### src/rtl/phy_tx_lane_scheduler.sv
// phy_tx_lane_scheduler
// Shares one PHY TX serializer between four byte lanes. After link enable it
// sends a COM training burst, then grants lanes round-robin one byte per slot,
// fills empty slots with IDLE and periodically inserts a COM+SKP ordered set.
module phy_tx_lane_scheduler #(
    parameter int         TRAIN_LEN    = 4,
    parameter int         SKP_INTERVAL = 16,
    parameter int         SKP_LEN      = 2,
    parameter logic [7:0] COM_SYM      = 8'hBC,
    parameter logic [7:0] SKP_SYM      = 8'h1C,
    parameter logic [7:0] IDLE_SYM     = 8'h7C
) (
    input  logic       clk,
    input  logic       reset,
    input  logic       link_en,
    input  logic [7:0] in0,
    input  logic [7:0] in1,
    input  logic [7:0] in2,
    input  logic [7:0] in3,
    input  logic       valid0,
    input  logic       valid1,
    input  logic       valid2,
    input  logic       valid3,
    output logic       ready0,
    output logic       ready1,
    output logic       ready2,
    output logic       ready3,
    input  logic       ser_ready,
    output logic [7:0] tx_data,
    output logic       tx_k,
    output logic       tx_valid,
    output logic       link_up,
    output logic [1:0] cur_lane
);

    localparam logic [1:0] ST_OFF    = 2'd0;
    localparam logic [1:0] ST_TRAIN  = 2'd1;
    localparam logic [1:0] ST_ACTIVE = 2'd2;
    localparam logic [1:0] ST_SKP    = 2'd3;

    // Counter widths sized so the terminal value always fits; no counter ever
    // counts past its terminal value, so nothing can overflow.
    localparam int TW = (TRAIN_LEN > 1) ? $clog2(TRAIN_LEN) : 1;
    localparam int SW = $clog2(SKP_INTERVAL);
    localparam int KW = (SKP_LEN > 1) ? $clog2(SKP_LEN) : 1;

    localparam logic [TW-1:0] TRAIN_LAST = TW'(TRAIN_LEN - 1);
    localparam logic [SW-1:0] SYM_LAST   = SW'(SKP_INTERVAL - 1);
    localparam logic [KW-1:0] SKP_LAST   = KW'(SKP_LEN - 1);

    logic [1:0]    state_reg;
    logic [TW-1:0] train_cnt_reg;
    logic [SW-1:0] sym_cnt_reg;
    logic [KW-1:0] skp_cnt_reg;
    logic [1:0]    cur_lane_reg;
    logic [7:0]    tx_data_reg;
    logic          tx_k_reg;
    logic          tx_valid_reg;

    logic [7:0] lane_data [4];
    logic [3:0] lane_valid;
    logic [1:0] cand [4];
    logic [3:0] cand_valid;
    logic       found_next;
    logic [1:0] sel_next;
    logic       grant_en;
    logic [3:0] ready_vec;

    assign lane_data[0] = in0;
    assign lane_data[1] = in1;
    assign lane_data[2] = in2;
    assign lane_data[3] = in3;
    assign lane_valid   = {valid3, valid2, valid1, valid0};

    // Candidate gi is the lane gi+1 places after the last grant (wraps 3->0).
    generate
        for (genvar gi = 0; gi < 4; gi++) begin : g_cand
            assign cand[gi]       = cur_lane_reg + 2'(gi + 1);
            assign cand_valid[gi] = lane_valid[cand[gi]];
        end
    endgenerate

    // Round-robin search: the nearest valid candidate after cur_lane wins.
    always_comb begin
        found_next = 1'b0;
        sel_next   = cur_lane_reg;
        for (int k = 3; k >= 0; k--) begin
            if (cand_valid[k]) begin
                found_next = 1'b1;
                sel_next   = cand[k];
            end
        end
    end

    // A data slot exists only in ACTIVE when the serializer takes a symbol and
    // the slot is not reserved for the COM of a SKP ordered set.
    assign grant_en = (state_reg == ST_ACTIVE) && ser_ready && (sym_cnt_reg != SYM_LAST);

    generate
        for (genvar gi = 0; gi < 4; gi++) begin : g_ready
            assign ready_vec[gi] = grant_en && found_next && (sel_next == 2'(gi));
        end
    endgenerate

    assign ready0   = ready_vec[0];
    assign ready1   = ready_vec[1];
    assign ready2   = ready_vec[2];
    assign ready3   = ready_vec[3];
    assign tx_data  = tx_data_reg;
    assign tx_k     = tx_k_reg;
    assign tx_valid = tx_valid_reg;
    assign link_up  = (state_reg == ST_ACTIVE);
    assign cur_lane = cur_lane_reg;

    // Link state machine, symbol selection and registered serializer outputs.
    always_ff @(posedge clk) begin
        if (reset) begin
            state_reg     <= ST_OFF;
            train_cnt_reg <= '0;
            sym_cnt_reg   <= '0;
            skp_cnt_reg   <= '0;
            cur_lane_reg  <= 2'd3;
            tx_data_reg   <= 8'h00;
            tx_k_reg      <= 1'b0;
            tx_valid_reg  <= 1'b0;
        end else if ((state_reg != ST_OFF) && !link_en) begin
            // Link shutdown: a lane that saw ready at this edge counts as sent.
            state_reg    <= ST_OFF;
            tx_valid_reg <= 1'b0;
            if (|ready_vec) begin
                cur_lane_reg <= sel_next;
            end
        end else begin
            case (state_reg)
                ST_OFF: begin
                    tx_valid_reg <= 1'b0;
                    if (link_en) begin
                        state_reg     <= ST_TRAIN;
                        train_cnt_reg <= '0;
                    end
                end
                ST_TRAIN: begin
                    if (ser_ready) begin
                        tx_data_reg  <= COM_SYM;
                        tx_k_reg     <= 1'b1;
                        tx_valid_reg <= 1'b1;
                        if (train_cnt_reg == TRAIN_LAST) begin
                            state_reg   <= ST_ACTIVE;
                            sym_cnt_reg <= '0;
                        end else begin
                            train_cnt_reg <= train_cnt_reg + TW'(1);
                        end
                    end
                end
                ST_ACTIVE: begin
                    if (ser_ready) begin
                        tx_valid_reg <= 1'b1;
                        if (sym_cnt_reg == SYM_LAST) begin
                            tx_data_reg <= COM_SYM;
                            tx_k_reg    <= 1'b1;
                            state_reg   <= ST_SKP;
                            skp_cnt_reg <= '0;
                            sym_cnt_reg <= '0;
                        end else begin
                            if (found_next) begin
                                tx_data_reg  <= lane_data[sel_next];
                                tx_k_reg     <= 1'b0;
                                cur_lane_reg <= sel_next;
                            end else begin
                                tx_data_reg <= IDLE_SYM;
                                tx_k_reg    <= 1'b1;
                            end
                            sym_cnt_reg <= sym_cnt_reg + SW'(1);
                        end
                    end
                end
                default: begin
                    if (ser_ready) begin
                        tx_data_reg  <= SKP_SYM;
                        tx_k_reg     <= 1'b1;
                        tx_valid_reg <= 1'b1;
                        if (skp_cnt_reg == SKP_LAST) begin
                            state_reg <= ST_ACTIVE;
                        end else begin
                            skp_cnt_reg <= skp_cnt_reg + KW'(1);
                        end
                    end
                end
            endcase
        end
    end

endmodule

### config.mk
export PLATFORM = sky130hd
export DESIGN_NAME = phy_tx_lane_scheduler
export DESIGN_NICKNAME = d
export VERILOG_FILES = /design/src/rtl/phy_tx_lane_scheduler.sv
export SDC_FILE = /design/constraint.sdc
export NUM_CORES = 1
export LEC_CHECK = 0
export CELL_PAD_IN_SITES_DETAIL_PLACEMENT = 1
export CELL_PAD_IN_SITES_GLOBAL_PLACEMENT = 1
export CORE_MARGIN = 1.5
export CORE_UTILIZATION = 33
export DETAILED_ROUTE_END_ITERATION = 6
export PLACE_DENSITY = 0.91
export SYNTH_ARGS = -nofsm -noshare
export SYNTH_HDL_FRONTEND = slang
export SYNTH_SLANG_ARGS = --single-unit
### constraint.sdc
create_clock -name clk -period 5.8 [get_ports clk]
set_input_delay 1.16 -clock clk [delete_from_list [all_inputs] [get_ports clk]]
set_output_delay 1.16 -clock clk [all_outputs]
set_load 0.03 [all_outputs]
==> metrics.md, run 1 <==
| Metric | Value |
|---|---|
| WL/cell | `15.8 um` |
| Count of maximum capacitance violations | `0` |
| Sequential cell area | `420 sq um` |
| Final setup fails | `0` |
| Unique masters post-synth | `44` |
| Count of boundary I/O pins | `57` |
| Clock buffer depth | `2` |
| Drc violations | `0` |
| Cell seen most often among critical-path stages | `clkdlybuf4s50_1` |
| TritonCTS clock tree | `done` |
| Fin nets | `260` |
| Crit Path Class | `input pin to output port` |
| First element of the critical path | `valid1` |
| Final weighted congestion of routability-driven global placement | `0.810` |
| Setup slack at placement | `1.20 ns` |
| Cell Area, Placed | `1970 sq um` |
| Endpoint of the lowest-slack register-to-register path | `tx_data[6]` |
| Via count of the routed design | `1426` |
| Placeable core region | `between 4000 and 5000 sq um` |
| HPWL Detailed | `3350 um` |
| Worst-skew pair later-pin latency | `0.27 ns` |
| Total area of multi-input combinational cells | `897 sq um` |
| Number of inserted diodes | `0` |
| Number of placed instances with taps included | `259` |
| Area of the mapped netlist | `1390 sq um` |
| Mean cell area of the mapped netlist | `8.77 sq um` |
| Capturing element of the worst setup path | `ready2` |
| RSZ-0062 raised after global routing | `no` |
| Clock slew at the register clock pins of the worst setup and hold paths | `0.08 ns` |
| Starting utilization of the core area | `34.4%` |
| Share of final-layout standard cells stronger than drive strength 1 | `6.10%` |
| Post-synthesis sequential area ratio | `30.4%` |
| Fill cell instance count of the final layout | `between 400 and 500` |
| Number of global-route vias before repair | `roughly 1400` |
| Antenna violations before repair | `0` |
| Largest register FFs | `8` |
| Root buffer cell | `clkbuf_8` |
| Die W | `slightly below 70 um` |
| Final Critical Period | `4.59 ns` |
| Floorplan die area | `roughly 4600 sq um` |
| Arrival time worst endpoint | `3.43 ns` |
| Clk_skew | `0.00687 ns` |
| Total power per unit cell area | `305 nW/um^2` |
| Number of buffers added by the clock tree synthesis step | `3` |
| Smallest setup slack after layout | `1.21 ns` |
| Yosys warning count | `0` |
| Number of register bits inferred by synthesis | `21` |
| Global-route wire length before repair | `roughly 6800 um` |
| Hold_ws | `0.464 ns` |
| Endpoint kind of the worst setup timing path | `output port` |
| Reg-to-reg critical path startpoint | `cur_lane[1]` |
| Buffers inserted by post-CTS timing repair | `0` |
| Share of the clock period used by the worst path after layout | `79.2%` |
| Critical Path RT | `between 4 and 5 ns` |
| Vias/cell | `5.42` |
| CTS H-tree lvls | `1` |
| Async SR Flop Fraction | `0%` |
| Critical path startpoint category | `input pin` |
| Cell at the slowest stage of the critical path | `clkdlybuf4s50_1` |
| Peak fanout along the critical path | `8` |
| Max Freq | `about 0.22 GHz` |
| Number of instances resized during post-cts repair | `0` |
| Vert. Die Dim | `67.8 um` |
| Total length of routed wires | `~4200 um` |
| First DRT Iteration DRCs | `39` |
| Number of iterations in the first detailed-routing pass | `4` |
| Highest-count cells in the layout ignoring fill and taps | `clkdlybuf4s50_1, nor2_1, dfxtp_1, nand2_1, mux2i_1` |
| PortBufs | `56` |
| Cell Chain, Critical Path | `clkdlybuf4s50_1 -> nor4_1 -> nor2b_1 -> nand3_1 -> nor3_1 -> clkdlybuf4s50_1` |
| Max-slew headroom | `~47%` |
| Post-route cell area | `just over 2000 sq um` |
| Setup Total Neg Slack | `0 ns` |
| Global Route Usage Sum | `19.8%` |
| Number of cells on the worst reg-to-reg path | `7` |
| Number of standard cells in the final layout excluding fillers | `~260` |
| Number of antenna-violating nets in the routed design | `0` |
| Critical Path Max Stage Delay | `0.61 ns` |
| Count of endpoints failing hold in the final timing report | `0` |
| Maximum ir drop on the vdd rail | `between 0.1 and 0.15 mV` |
| Number of hold-repair buffers added at the cts stage | `0` |
| Outcome | `complete, no violations` |
| Worst min-delay path category | `flip-flop to flip-flop` |
| Internal reg-to-reg setup slack | `3.57 ns` |
| Leakage power of the design | `0.000753 uW` |
| Most common library cell in the layout ignoring fill and taps | `clkdlybuf4s50_1` |
| Most used flip-flop cell after synthesis | `dfxtp_1` |
| Count of final max-slew check failures | `0` |
| Largest net degree at the start of global routing | `20` |
| Number of enable flip-flop cells after synthesis | `0` |
| Transition at the pin with the smallest max-transition slack | `between 0.7 and 0.8 ns` |
| TritonCTS sink count | `21` |
| Remaining global-route overflow | `0` |
| Rows | `23` |
| Area Growth Syn to Fin | `45.8%` |
| Cell count after synthesis | `158` |
| Synthesized net count | `roughly 200` |
==> worst max-delay path, delay by kind of cell <==
| family | cells | cell delay, ns |
|---|---|---|
| simple gates | 4 | 1.16 |
| buf+inv | 2 | 1.11 |
==> cells in the mapped netlist (2+ instances only) <==
cell type	number	area share (%)
a211oi_1	3	1.6
a21oi_1	8	2.9
a221oi_1	2	1.3
a22oi_1	3	1.6
and3_1	2	0.90
clkbuf_1	4	1.1
dfxtp_1	21	30
ha_1	6	5.4
inv_1	7	1.9
mux2_2	4	3.3
mux2i_1	9	6.5
mux4_1	3	5.7
nand2_1	9	2.4
nand2b_1	3	1.4
nand3_1	7	2.5
nand3b_1	2	1.1
nor2_1	23	6.2
nor2b_1	2	0.90
nor3_1	6	2.2
o21ai_0	8	2.9
o31ai_1	2	1.1
or3_1	2	0.90
==> cell families (layout without fill, tap and decap cells) <==
family,count (synthesis),count (layout),share of synthesized area [%]
muxes,17,17,17.1
AOI/OAI and AO/OA,38,38,19.2
DFF,21,21,30.4
adders and majority gates,6,6,5.42
buffers and inverters,13,68,4.88
and+or+nand+nor,63,63,23.0
==> area by class of cell <==
| class | count | share of cell area [%] |
|---|---|---|
| multi-input cells | 124 | 44.4 |
| repair buffers | 57 | 28.1 |
| flip-flops and latches | 21 | 20.8 |
| well taps | 50 | 3.10 |
| clock buffers | 4 | 2.23 |
| inverters | 7 | 1.30 |
==> where the power goes <==
| group | switching (uW) | internal [uW] |
|---|---|---|
| Sequential | 13.0 | 163 |
| Combinational | 202 | 138 |
| Clock | 49.8 | 49.1 |
==> routing by layer <==
| metal | global-route usage, % | vias to the layer above | share of wire, % |
|---|---|---|---|
| li1 | - | 703 | - |
| met1 | 23.2 | 673 | 43 |
| met2 | 35.5 | 43 | 50 |
| met3 | 4.00 | 7 | 5.2 |
| met4 | 7.25 | 0 | 1.5 |
| met5 | 0 | - | 0 |
==> metrics by stage <==
| step | power [uW] | utilization [%] |
|---|---|---|
| floorplan | 410 | - |
| global placement | 509 | 49.0 |
| detailed placement | 519 | 49.0 |
| CTS | 618 | 50.1 |
| global route | 659 | 50.1 |
| finish | 615 | 50.1 |
==> how the worst min path moves through the flow <==
stage,startpoint,endpoint,cells after the start
floorplan,skp_cnt_reg,skp_cnt_reg,2
global placement,tx_data[6],tx_data[6],2
detailed placement,tx_data[6],tx_data[6],2
CTS,tx_data[6],tx_data[6],2
global route,skp_cnt_reg,skp_cnt_reg,2
finish,tx_data[6],tx_data[6],2
(Power assumes the default switching activity.)
==> inputs of run 2 (changes only) <==
CORE_UTILIZATION = 31   (was 33)
PLACE_DENSITY = 0.86   (was 0.91)
clock period = 4.5 ns   (was 5.8 ns; I/O delays follow)
==> run 2 against run 1 <==
Net effect:
- via count rose by 0.84%
- sequential cell count unchanged
- count of clock-buffer cells in the layout fell by 1
- critical path type unchanged
- critical endpoint is now ready0
- highest routed layer unchanged
==> metrics.md, run 2 (synthesis gave the netlist of run 1 again) <==
| Metric | Value |
|---|---|
| TritonCTS sink count | `21` |
| Global-route wire length before repair | `7180 um` |
| Via count of the routed design | `1438` |
| Die W | `69.8 um` |
| HPWL Detailed | `between 3000 and 4000 um` |
| Max-slew headroom | `49.8%` |
| Worst min-delay path category | `flip-flop to flip-flop` |
| Hold_ws | `0.473 ns` |
| Number of cells on the worst reg-to-reg path | `7` |
| Arrival time worst endpoint | `between 3 and 4 ns` |
| Max Freq | `0.246 GHz` |
| Clock buffer depth | `2` |
| Total power per unit cell area | `between 300 and 400 nW/um^2` |
| Crit Path Class | `input pin to output port` |
| Number of antenna-violating nets in the routed design | `0` |
| Highest-count cells in the layout ignoring fill and taps | `clkdlybuf4s50_1, nor2_1, dfxtp_1, nand2_1, mux2i_1` |
| Number of placed instances with taps included | `261` |
| Count of final max-slew check failures | `0` |
| Leakage power of the design | `0.000756 uW` |
| Setup Total Neg Slack | `0 ns` |
| CTS H-tree lvls | `1` |
| Number of global-route vias before repair | `1526` |
| Cell Area, Placed | `a little under 2000 sq um` |
| Final setup fails | `0` |
| Buffers inserted by post-CTS timing repair | `0` |
| Largest net degree at the start of global routing | `20` |
| Reg-to-reg critical path startpoint | `cur_lane[1]` |
| Worst-skew pair later-pin latency | `0.27 ns` |
| Number of inserted diodes | `0` |
| Share of final-layout standard cells stronger than drive strength 1 | `6.57%` |
| Wire length on met2 | `between 2000 and 2500 um` |
| PortBufs | `56` |
| Global Route Usage Sum | `a little under a fifth` |
| Most common library cell in the layout ignoring fill and taps | `clkdlybuf4s50_1` |
| Antenna violations before repair | `0` |
| WL met1 | `1810 um` |
| Endpoint kind of the worst setup timing path | `output port` |
| Number of iterations in the first detailed-routing pass | `4` |
| Vias/cell | `5.43` |
| Worst Hold Path Cells | `2` |
| Area Growth Syn to Fin | `46.1%` |
| Rows | `24` |
| Remaining global-route overflow | `0` |
| Fill cell instance count of the final layout | `520` |
| Post-route cell area | `2020 sq um` |
| Count of boundary I/O pins | `57` |
| RSZ-0062 raised after global routing | `no` |
| Total length of routed wires | `4230 um` |
| Final weighted congestion of routability-driven global placement | `0.783` |
| Critical Path RT | `approximately 3.6 ns` |
| Top layer reached by signal wires | `met4` |
| Endpoint of the lowest-slack register-to-register path | `tx_data[6]` |
| First DRT Iteration DRCs | `37` |
| Clock slew at the register clock pins of the worst setup and hold paths | `0.08 ns` |
| Largest register FFs | `8` |
| Drc violations | `0` |
| Met3 routed WL | `around 240 um` |
| Floorplan die area | `4880 sq um` |
| First element of the critical path | `valid3` |
| Outcome | `complete, no violations` |
| TritonCTS clock tree | `done` |
| Starting utilization of the core area | `about 32%` |
| Min-delay src | `tx_data[6]` |
| Root buffer cell | `clkbuf_8` |
| Maximum ir drop on the vdd rail | `0.135 mV` |
| Number of instances resized during post-cts repair | `0` |
| Count of maximum capacitance violations | `0` |
| Number of standard cells in the final layout excluding fillers | `265` |
| Endpoint with the worst hold slack | `tx_data[6]` |
| Placeable core region | `4320 sq um` |
| Number of hold-repair buffers added at the cts stage | `0` |
| Internal reg-to-reg setup slack | `2.11 ns` |
| Share of the clock period used by the worst path after layout | `90.3%` |
| WL/cell | `16.0 um` |
| Clk_skew | `0.00172 ns` |
| Critical path startpoint category | `input pin` |
| Count of endpoints failing hold in the final timing report | `0` |
| Final Critical Period | `~4.1 ns` |
| Number of buffers added by the clock tree synthesis step | `3` |
| Transition at the pin with the smallest max-transition slack | `0.750 ns` |
| Fin nets | `260` |
| Final core utilization | `46.8%` |
| Peak fanout along the critical path | `8` |
| Vert. Die Dim | `roughly 70 um` |
==> run 2: cell types whose count changed in the layout (fill, tap and decap cells not counted), sizes merged <==
cell    change
clkbuf      -1
clkinv      +1
==> run 2: worst max path at each step <==
stage	endpoint	cells after the start
floorplan	ready0	5
global placement	ready3	6
detailed placement	ready0	6
CTS	ready0	6
global route	ready0	6
finish	ready0	6
==> run 2: power breakdown <==
group | leakage (uW) | internal, uW | switching (uW) | total, uW
sequential | 0.000170 | 211 | 16.9 | 227
combinational | 0.000560 | 178 | 263 | 441
clock | 0.0000255 | 62.0 | 71.0 | 133
total | 0.000756 | 451 | 351 | 802
==> run 2: metal layers <==
| metal | up-vias | GRT usage (%) |
|---|---|---|
| met4 | 0 | 3.85 |
| met5 | - | 0 |
| li1 | 703 | - |
| met2 | 44 | 32.1 |
| met1 | 689 | 22.5 |
| met3 | 2 | 3.63 |
==> run 2: layout make-up <==
cell class / count / area [sq um] / area share (%)
clock buffer: 3 / 41.3 / 2.04
multi-input combinational: 124 / 897 / 44.3
inverter: 7 / 26.3 / 1.30
timing repair buffer: 57 / 568 / 28.1
sequential: 21 / 420 / 20.8
clock inverter: 1 / 5.00 / 0.247
tap: 52 / 65.1 / 3.22
==> run 2: worst max-delay path: stages <==
cell and delay [ns]:
clkdlybuf4s50_1 0.58, nor4_1 0.12, nor2b_1 0.27, nand3_1 0.32, nor3_1 0.26, clkdlybuf4s50_1 0.71
==> run 2: stage by stage <==
stage               worst slack, ns  power, uW
floorplan                      1.24        529
global placement              0.567        655
detailed placement            0.455        669
CTS                           0.446        806
global route                  0.297        863
finish                        0.435        802
==> inputs of run 3 (changes only) <==
CORE_UTILIZATION = 33   (was 31)
PLACE_DENSITY = 0.91   (was 0.86)
clock period = 5.1 ns   (was 4.5 ns; I/O delays follow)
==> run 3 against run 2 <==
Net effect:
- design area shrank 0.19%
- worst setup slack gained 0.33 ns
- via count grew 0.49%
==> metrics.md, run 3 (synthesis gave the netlist of run 1 again) <==
| Metric | Value |
|---|---|
| PortBufs | `56` |
| Global Route Usage Sum | `between 20% and 30%` |
| RSZ-0062 raised after global routing | `no` |
| Root buffer cell | `clkbuf_8` |
| Number of instances resized during post-cts repair | `0` |
| Global-route wire length before repair | `6940 um` |
| Placeable core region | `4030 sq um` |
| Setup Total Neg Slack | `0 ns` |
| Worst min-delay path category | `flip-flop to flip-flop` |
| Post-route cell area | `2020 sq um` |
| First DRT Iteration DRCs | `48` |
| Clock Power Share | `15.7%` |
| Die W | `67.8 um` |
| Floorplan die area | `4590 sq um` |
| Arrival time worst endpoint | `3.31 ns` |
| Internal portion of total power | `399 uW` |
| Count of endpoints failing hold in the final timing report | `0` |
| Endpoint kind of the worst setup timing path | `output port` |
| Count of final max-slew check failures | `0` |
| Share of the clock period used by the worst path after layout | `84.9%` |
| Share of final-layout standard cells stronger than drive strength 1 | `6.10%` |
| Number of inserted diodes | `0` |
| Vias/cell | `5.49` |
| Via count of the routed design | `1445` |
| Count of maximum capacitance violations | `0` |
| Peak fanout along the critical path | `8` |
| Worst-skew pair later-pin latency | `0.26 ns` |
| Final Critical Period | `4.33 ns` |
| Clock buffer depth | `2` |
| Crit Path Class | `input pin to output port` |
| Net load switching power | `299 uW` |
| Capturing element of the worst setup path | `ready2` |
| Max Freq | `0.231 GHz` |
| Largest net degree at the start of global routing | `20` |
| Number of antenna-violating nets in the routed design | `0` |
| Remaining global-route overflow | `0` |
| Outcome | `complete, no violations` |
| Buffers inserted by post-CTS timing repair | `0` |
| Transition at the pin with the smallest max-transition slack | `0.739 ns` |
| Number of hold-repair buffers added at the cts stage | `0` |
| Number of iterations in the first detailed-routing pass | `4` |
| Internal reg-to-reg setup slack | `between 2 and 3 ns` |
| Clk_skew | `0.00110 ns` |
| Maximum ir drop on the vdd rail | `0.135 mV` |
| Cell Area, Placed | `1970 sq um` |
| Number of global-route vias before repair | `1506` |
| Number of cells on the worst reg-to-reg path | `7` |
| Drc violations | `0` |
| CTS H-tree lvls | `1` |
| Antenna violations before repair | `0` |
| Number of buffers added by the clock tree synthesis step | `3` |
| Most common library cell in the layout ignoring fill and taps | `clkdlybuf4s50_1` |
| Leakage power of the design | `0.000753 uW` |
| Largest register FFs | `8` |
| Final core utilization | `50.1%` |
| HPWL Detailed | `3470 um` |
| Count of boundary I/O pins | `57` |
| Area Growth Syn to Fin | `45.8%` |
| Clock slew at the register clock pins of the worst setup and hold paths | `0.07 ns` |
| Final weighted congestion of routability-driven global placement | `0.809` |
| Rows | `23` |
| WL/cell | `about 17 um` |
| TritonCTS sink count | `21` |
| Final setup fails | `0` |
| Reg-to-reg critical path startpoint | `cur_lane[1]` |
| Max-slew headroom | `about half` |
| Fin nets | `260` |
| TritonCTS clock tree | `done` |
| Relative contribution of sequential cells to total power | `28.9%` |
| Highest-count cells in the layout ignoring fill and taps | `clkdlybuf4s50_1, nor2_1, dfxtp_1, nand2_1, mux2i_1` |
| Critical path startpoint category | `input pin` |
| First element of the critical path | `valid1` |
| Critical Path RT | `4.08 ns` |
| Part of the power in combinational logic | `55.5%` |
| Starting utilization of the core area | `34.4%` |
| Switching part of the total | `42.8%` |
| Vert. Die Dim | `67.8 um` |
| Endpoint of the lowest-slack register-to-register path | `tx_data[6]` |
| Total power per unit cell area | `about 350 nW/um^2` |
| Total length of routed wires | `4340 um` |
run 3: cell types whose count changed in the layout (fill, tap and decap cells not counted), sizes merged:
cell,previous run,this run
clkbuf,3,4
clkinv,1,0
run 3: layout make-up:
class	count	area, sq um
clock buffer	4	45.0
sequential	21	420
inverter	7	26.3
fill	475	2010
tap	50	62.6
multi-input combinational	124	897
timing repair buffer	57	568
run 3: worst min-delay path by stage:
stage	from	to	slack (ns)	cells after the start
6_report	tx_data[6]	tx_data[6]	0.46	2
5_1_grt	tx_data[6]	tx_data[6]	0.52	2
4_1_cts	tx_data[6]	tx_data[6]	0.46	2
3_5_place_dp	tx_data[6]	tx_data[6]	0.45	2
3_3_place_gp	tx_data[6]	tx_data[6]	0.45	2
2_1_floorplan	skp_cnt_reg	skp_cnt_reg	0.44	2
run 3: power by group through the flow:
stage	clock network (uW)	registers [uW]	logic, uW
after global placement	0	203	375
final	109	201	387
after global routing	120	204	426
after CTS	113	202	390
after detailed placement	0	206	385
after floorplan	0	222	244
run 3: worst max-delay path, stage by stage:
cell             delay, ns
clkdlybuf4s50_1       0.52
nor4_1                0.57
nor2b_1               0.20
nand3_1               0.30
nor3_1                0.09
clkdlybuf4s50_1       0.61
run 3: through the flow:
step	hold WS, ns	std cells	power [uW]	worst slack (ns)
floorplan	0.444	158	467	1.60
detailed placement	0.453	259	590	0.777
finish	0.460	263	698	0.768
CTS	0.464	263	705	0.772
global placement	0.449	259	579	0.949
global route	0.516	263	749	0.583
run 3: per-layer routing:
metal / GRT usage [%] / share of wire (%) / vias to the layer above
met4: 9.25 / 2.1 / 0
met3: 3.67 / 4.9 / 8
met2: 36.9 / 51 / 51
met5: 0 / 0 / -
li1: - / - / 703
met1: 23.3 / 42 / 683
